<file path="src/rtl/io_pkg.sv">
// Shared constants for the memory-mapped IO devices: addresses, display geometry and
// active-low seven-segment codes.
package io_pkg;

  localparam logic [31:0] LedAddr    = 32'hFFFF_F000;
  localparam logic [31:0] SwitchAddr = 32'hFFFF_F010;
  localparam logic [31:0] NumberAddr = 32'hFFFF_F020;

  localparam int unsigned NumDigits = 8;

  // {dp,g,f,e,d,c,b,a}, active-low, dp off; entry n is the glyph for hex digit n.
  localparam logic [15:0][7:0] Hex7Codes = {
    8'h8E, 8'h86, 8'hA1, 8'hC6, 8'h83, 8'h88, 8'h90, 8'h80,
    8'hF8, 8'h82, 8'h92, 8'h99, 8'hB0, 8'hA4, 8'hF9, 8'hC0
  };

  localparam logic [7:0] SegBlank = 8'hFF;

endpackage

</file>
<file path="src/rtl/hex_to_seg7.sv">
// Combinational hex nibble to active-low gfedcba segment decoder.
module hex_to_seg7
  import io_pkg::*;
(
  input  logic [3:0] hex,
  output logic [6:0] seg
);

  logic [7:0] code;

  assign code = Hex7Codes[hex];
  assign seg  = code[6:0];

endmodule

</file>
<file path="src/rtl/number_display.sv">
// Eight-digit multiplexed hex display: CPU writes a shadow word, which is copied to the
// displayed word only at frame boundaries so a frame never mixes old and new digits.
module number_display
  import io_pkg::*;
#(
  parameter int unsigned SCAN_DIV = 100000,
  parameter bit          LZ_BLANK = 1'b0
) (
  input  logic        clk,
  input  logic        rst,
  input  logic        ioWrite,
  input  logic        ioRead,
  input  logic        NumberCtrl,
  input  logic [31:0] write_data,
  output logic [15:0] io_rdata,
  output logic [7:0]  seg_an,
  output logic [7:0]  seg_out
);

  localparam int unsigned PrescW = (SCAN_DIV > 1) ? $clog2(SCAN_DIV) : 1;
  localparam logic [PrescW-1:0] PrescMax = PrescW'(SCAN_DIV - 1);

  logic [31:0]       shadow_q;
  logic [31:0]       active_q;
  logic [PrescW-1:0] presc_q;
  logic [2:0]        idx_q;
  logic              wrap;

  assign wrap = (presc_q == PrescMax);

  always_ff @(posedge clk) begin
    if (rst) begin
      shadow_q <= '0;
      active_q <= '0;
      presc_q  <= '0;
      idx_q    <= '0;
    end else begin
      if (ioWrite && NumberCtrl) begin
        shadow_q <= write_data;
      end
      presc_q <= wrap ? '0 : presc_q + 1'b1;
      if (wrap) begin
        idx_q <= idx_q + 3'd1;
        // Non-blocking read of shadow_q: a write on this same edge waits one more frame.
        if (idx_q == 3'd7) begin
          active_q <= shadow_q;
        end
      end
    end
  end

  logic [3:0] nibble;
  logic [6:0] seg7;
  logic       blank;

  assign nibble = active_q[{idx_q, 2'b00} +: 4];

  hex_to_seg7 u_hex_to_seg7 (
    .hex (nibble),
    .seg (seg7)
  );

  // Blank when this digit and every more-significant digit are zero; digit 0 always shows.
  assign blank = LZ_BLANK && (idx_q != 3'd0) && ((active_q >> {idx_q, 2'b00}) == 32'd0);

  assign seg_an   = blank ? 8'hFF : ~(8'h01 << idx_q);
  assign seg_out  = blank ? SegBlank : {1'b1, seg7};
  assign io_rdata = (ioRead && NumberCtrl) ? shadow_q[15:0] : 16'h0000;

endmodule

</file>
<file path="config.mk">
export PLATFORM = sky130hd
export DESIGN_NAME = number_display
export DESIGN_NICKNAME = d
export VERILOG_FILES = /design/src/rtl/io_pkg.sv /design/src/rtl/hex_to_seg7.sv /design/src/rtl/number_display.sv
export SDC_FILE = /design/constraint.sdc
export NUM_CORES = 1
export LEC_CHECK = 0
export ABC_CLOCK_PERIOD_IN_PS = 4100
export CAP_MARGIN = 25
export CORE_MARGIN = 10
export CORE_UTILIZATION = 30
export DETAILED_ROUTE_END_ITERATION = 10
export MAX_ROUTING_LAYER = met4
export SYNTH_ARGS = -nofsm -noshare
export SYNTH_HDL_FRONTEND = slang
export SYNTH_HIERARCHICAL = 1
export SYNTH_SLANG_ARGS = --single-unit
</file>
<file path="constraint.sdc">
create_clock -name clk -period 4.1 [get_ports clk]
set_input_delay 0.82 -clock clk [delete_from_list [all_inputs] [get_ports clk]]
set_output_delay 0.82 -clock clk [all_outputs]
set_load 0.01 [all_outputs]
</file>
# Word-level counts from Yosys, hierarchy flattened
# Memory sizes are Yosys's and may differ from the RTL's.
# Cells that the tools add are included.
# totals
rom_bits	128
inputBits	37
elab_cells	19
reg_bits	84
mem_count	1
# op_classes
eq_ne	2
mux	2
magnitude_cmp	1
shift	2
reduce_logical	4
bitwise	1
addsub	2
# memory_table
name	depth	width	read_ports	rd_clocked_by_memory_dff	write_ports	line_no	text
(no name shown)	16	8	1	0	0	hex_to_seg7.sv:11	assign code = Hex7Codes[hex];
# ops
operator	n
variable part select 32 x 6 -> 4 bit	1
adder 17 x 1 -> 17 bit, second input constant	1
equality test 17 bit, second input constant	1
2-to-1 mux 16 bit	1
NOT 8 bit	1
<< shifter 1 x 3 -> 8 bit, first input constant	1
2-to-1 mux 7 bit	1
< comparator 4 x 5 -> 1 bit, second input constant	1
adder 3 x 1 -> 3 bit, second input constant	1
equality test 3 bit, second input constant	1
logical AND 1 bit	2
AND reduction 2 bit	1
OR reduction 2 bit	1

# Depth between registers and ports, before layout
# logic_depth
word_depth	3
mapped_depth	9
mapped_depth_nobuf	8

# Hierarchy
# Netlist, hierarchy kept.
# modules_own_cells
module	n_inst	area_each_um2	cells_per_inst
number_display	1	3723.6	445
hex_to_seg7	1	275.3	32

# Least setup slack after synthesis
# No wires, ideal clock.
# synth_path
path_kind	register to output
start	register idx_q[0]
end	output seg_out[0]
arrival_ns	2.303
stages_incl_launch_ff	10
slack_ns	0.977
required_ns	3.280
cell_sequence	dfxtp_1 > buf_2 > mux4_2 > nand2_1 > nand2_1 > inv_1 > ha_1 > and2b_2 > or3b_1 > o21ai_0
# synth_via
elab_chain_len	3
# synth_lines
item	line_no	text
from (decl)	number_display.sv:26	logic [2:0] idx_q;
from (signal assigned)	number_display.sv:43	idx_q <= idx_q + 3'd1;
variable part select 32 x 6 -> 4 bit	number_display.sv:56	assign nibble = active_q[{idx_q, 2'b00} +: 4];
via nibble[1]	number_display.sv:52	logic [3:0] nibble;
memory (16 x 8 bit)	-	
2-to-1 mux 7 bit (implied by the code)	hex_to_seg7.sv:11	
to (decl)	number_display.sv:17	output logic [7:0] seg_out
# The timed path passes the listed nets, and every way through them passes these cells. The select of a mux whose other input is x is not followed.

# Worst setup path in the final report
# Same ends and word-level chain as after synthesis.

==> results.toml <==
[outcome]
outcome = "finished clean"

[worst_hold_path]
hold_depth = 1
hold_class = "register to register"
worstHoldStart = "presc_q[0]"

[drt]
firstDrtPassIters = 4
wirelength_um = 10150
drc = 0
wl_per_cell_um = 14.50
postRouteAntennaNets = 0
drt_iter0_drc = 156
vias = 3426
via_per_inst = 4.894

[critical_path]
cp_common_cell = "nand2_1"
crit_slowest_cell = "clkdlybuf4s50_1"
r2r_start = "presc_q[0]"
crit_fanout = 6
cp.required_ns = 3.28
worstReg2RegEnd = "presc_q[6]"
crit_type = "register to primary output"
path_buf_inv = 2
arrival_ns = 3.06
startpoint = "idx_q[0]"
rr_worst_depth = 5
crit_path_end = "seg_out[0]"
reg2reg_slack_ns = 1.43
critical_path.endpoint_type = "primary output"
crit_family = "simple AND/OR/NAND/NOR gates"
path_cells = "mux4_2 > nand2_1 > nand2_1 > inv_1 > ha_1 > and2b_2 > or3b_1 > o21ai_0 > clkdlybuf4s50_1"
slowest_delay_ns = 0.56
crit_path_start_kind = "register"
path_depth = 9

[clock_tree]
htree_levels = 3
cts-hold-fix-buffers = 0
cts.repair.resized = 0
cts_tree = "yes"
clock_sinks = 84
cts.path.max_buffers = 2
cts_setup_buffers = 0
cts_made_buffers = 9
clkTransAtPathRegs_ns = 0.06
root_buffer = "clkbuf_16"
clk-insertion-delay-late_ns = 0.34

[grt]
grt_pass1_wl_um = 16760
grt_pass1_vias = 3333
antenna_found_initial = 0
grt-ovfl-total = 0
grt_max_degree = 68
track_usage_pct = 11.34

[logic_synthesis]
netlist_area_mm2 = 0.003999
post-synth-top-count-cell = "nand2_1"
synth_ff_type = "dfxtp_1"
avgSynthCellArea_um2 = 8.383
synth_nets = 528
ys_async_sr_fraction_pct = 0
synth_edf_count = 0
syn_inst = 477
ys_ff_latch = 84
ys_seq_area_share_pct = 42.05
synth_area_leaders = "dfxtp_1, a21oi_1, nand2_1"
yosysWarnings = 6
synthTopCellsByCount = "nand2_1, dfxtp_1, a21oi_1"
yosys.area.top_type = "dfxtp_1"
synth_cell_types = 35
synth_top_area_share_pct = 42.05

[timing]
fin_crit_sh_pct = 94.70
period_minus_slack_ns = 3.883
fmax_mhz = 257.6
fin_tns_setup_ns = 0
grt_setup_unrepaired = "false"
hold_violations = 0
final-setup-viol-count = 0
whs_ns = 0.4522
fin_skew_ns = 0.009387
worst_pin_slew_ns = 0.8348
relSlewSlack_pct = 44.35
slew_viol_final = 0
postLayoutSetupSlackWorst_ns = 0.2173

[finish]
stdcell_count = 700
num-nets-final = 570
fin_area_mm2 = 0.005061
final_core_utilization_pct = 38.52
antenna_cells = 0
fill_cells = 1370
drive_gt1_share_pct = 7.634
area_growth_pct = 26.56

[die]
start_util_pct = 30.44
io_pins = 69
die_width_um = 135.5
dieHeight_um = 135.5
core_mm2 = 0.01314
num_rows = 42
dieArea_mm2 = 0.01835

[power_and_ir_drop]
leakage_nw = 1.796
vdd_drop_max_mv = 0.2208
powerDensity_mw_per_mm2 = 349.7
power_mw = 1.770

[placement]
port_buffers = 67
dpl_cell_area_mm2 = 0.004721
place_congestion = 0.7591
dp.cells = 683
dp_hpwl_um = 7510
dp_slack_ns = 0.3773

[job]
drv_cap = 0
-- cells in the final DEF (no fill, tap or decap), drive strengths merged, types with 6 or more instances in the layout --
master         instances
nand2                 88
dfxtp                 84
a21oi                 69
clkdlybuf4s50         66
nand4                 40
o21ai                 36
nor2                  22
and3                  16
ha                    14
xor2                  12
clkbuf                10
mux4                   9
inv                    9
buf                    9
nand3                  6
-- worst register-to-register path: cells and delay by family (launching register included) --
kind	cells	cell delay, ns
DFF	1	0.36
adders and majority gates	1	0.21
and+or+nand+nor	4	1.97
-- worst min-delay path by stage --
stage                         to  slack (ns)
finish                presc_q[0]        0.45
global route        shadow_q[17]        0.49
CTS                   presc_q[0]        0.46
detailed placement    presc_q[0]        0.44
global placement      presc_q[0]        0.44
floorplan             presc_q[0]        0.43
-- kinds of logic (layout without fill, tap and decap cells) --
| kind of cell | count (synthesis) | in the layout | share of synthesized area (%) |
|---|---|---|---|
| adder cells (fa/ha/maj) | 14 | 14 | 4.381 |
| buffers and inverters | 53 | 100 | 6.633 |
| multiplexers | 14 | 14 | 6.446 |
| AO/OA/AOI/OAI | 109 | 109 | 14.05 |
| AND/OR/NAND/NOR | 188 | 188 | 23.28 |
| XOR/XNOR | 14 | 14 | 3.066 |
| flip-flops | 84 | 84 | 42.05 |
| other | 1 | 1 | 0.09378 |
-- layout make-up --
class / count / area, um^2 / share of cell area, %
Sequential cell: 84 / 1684 / 33.28
Tap cell: 176 / 220.2 / 4.351
Clock buffer: 10 / 239.0 / 4.722
Multi-Input combinational cell: 340 / 2052 / 40.54
Clock inverter: 6 / 71.32 / 1.409
Timing Repair Buffer: 75 / 760.7 / 15.03
Inverter: 9 / 33.78 / 0.6675
-- power breakdown --
part / internal (mW) / switching [mW] / total [mW]
combinational: 0.0507 / 0.0456 / 0.0963
clock: 0.494 / 0.335 / 0.828
sequential: 0.833 / 0.0125 / 0.845
-- metal layers --
metal | routed length (um) | vias up | global-route usage, %
li1 | - | 1757 | -
met1 | 4827 | 1607 | 14.74
met2 | 4877 | 52 | 17.42
met3 | 348 | 10 | 2.374
met4 | 96 | 0 | 3.230
met5 | 0 | - | -
-- state kept, by name, summed over array words and instances (netlist names) --
| signal | count |
|---|---|
| shadow_q | 32 |
| presc_q | 17 |
| active_q | 32 |
| idx_q | 3 |
No activity file was read; power rests on OpenSTA's default activity.
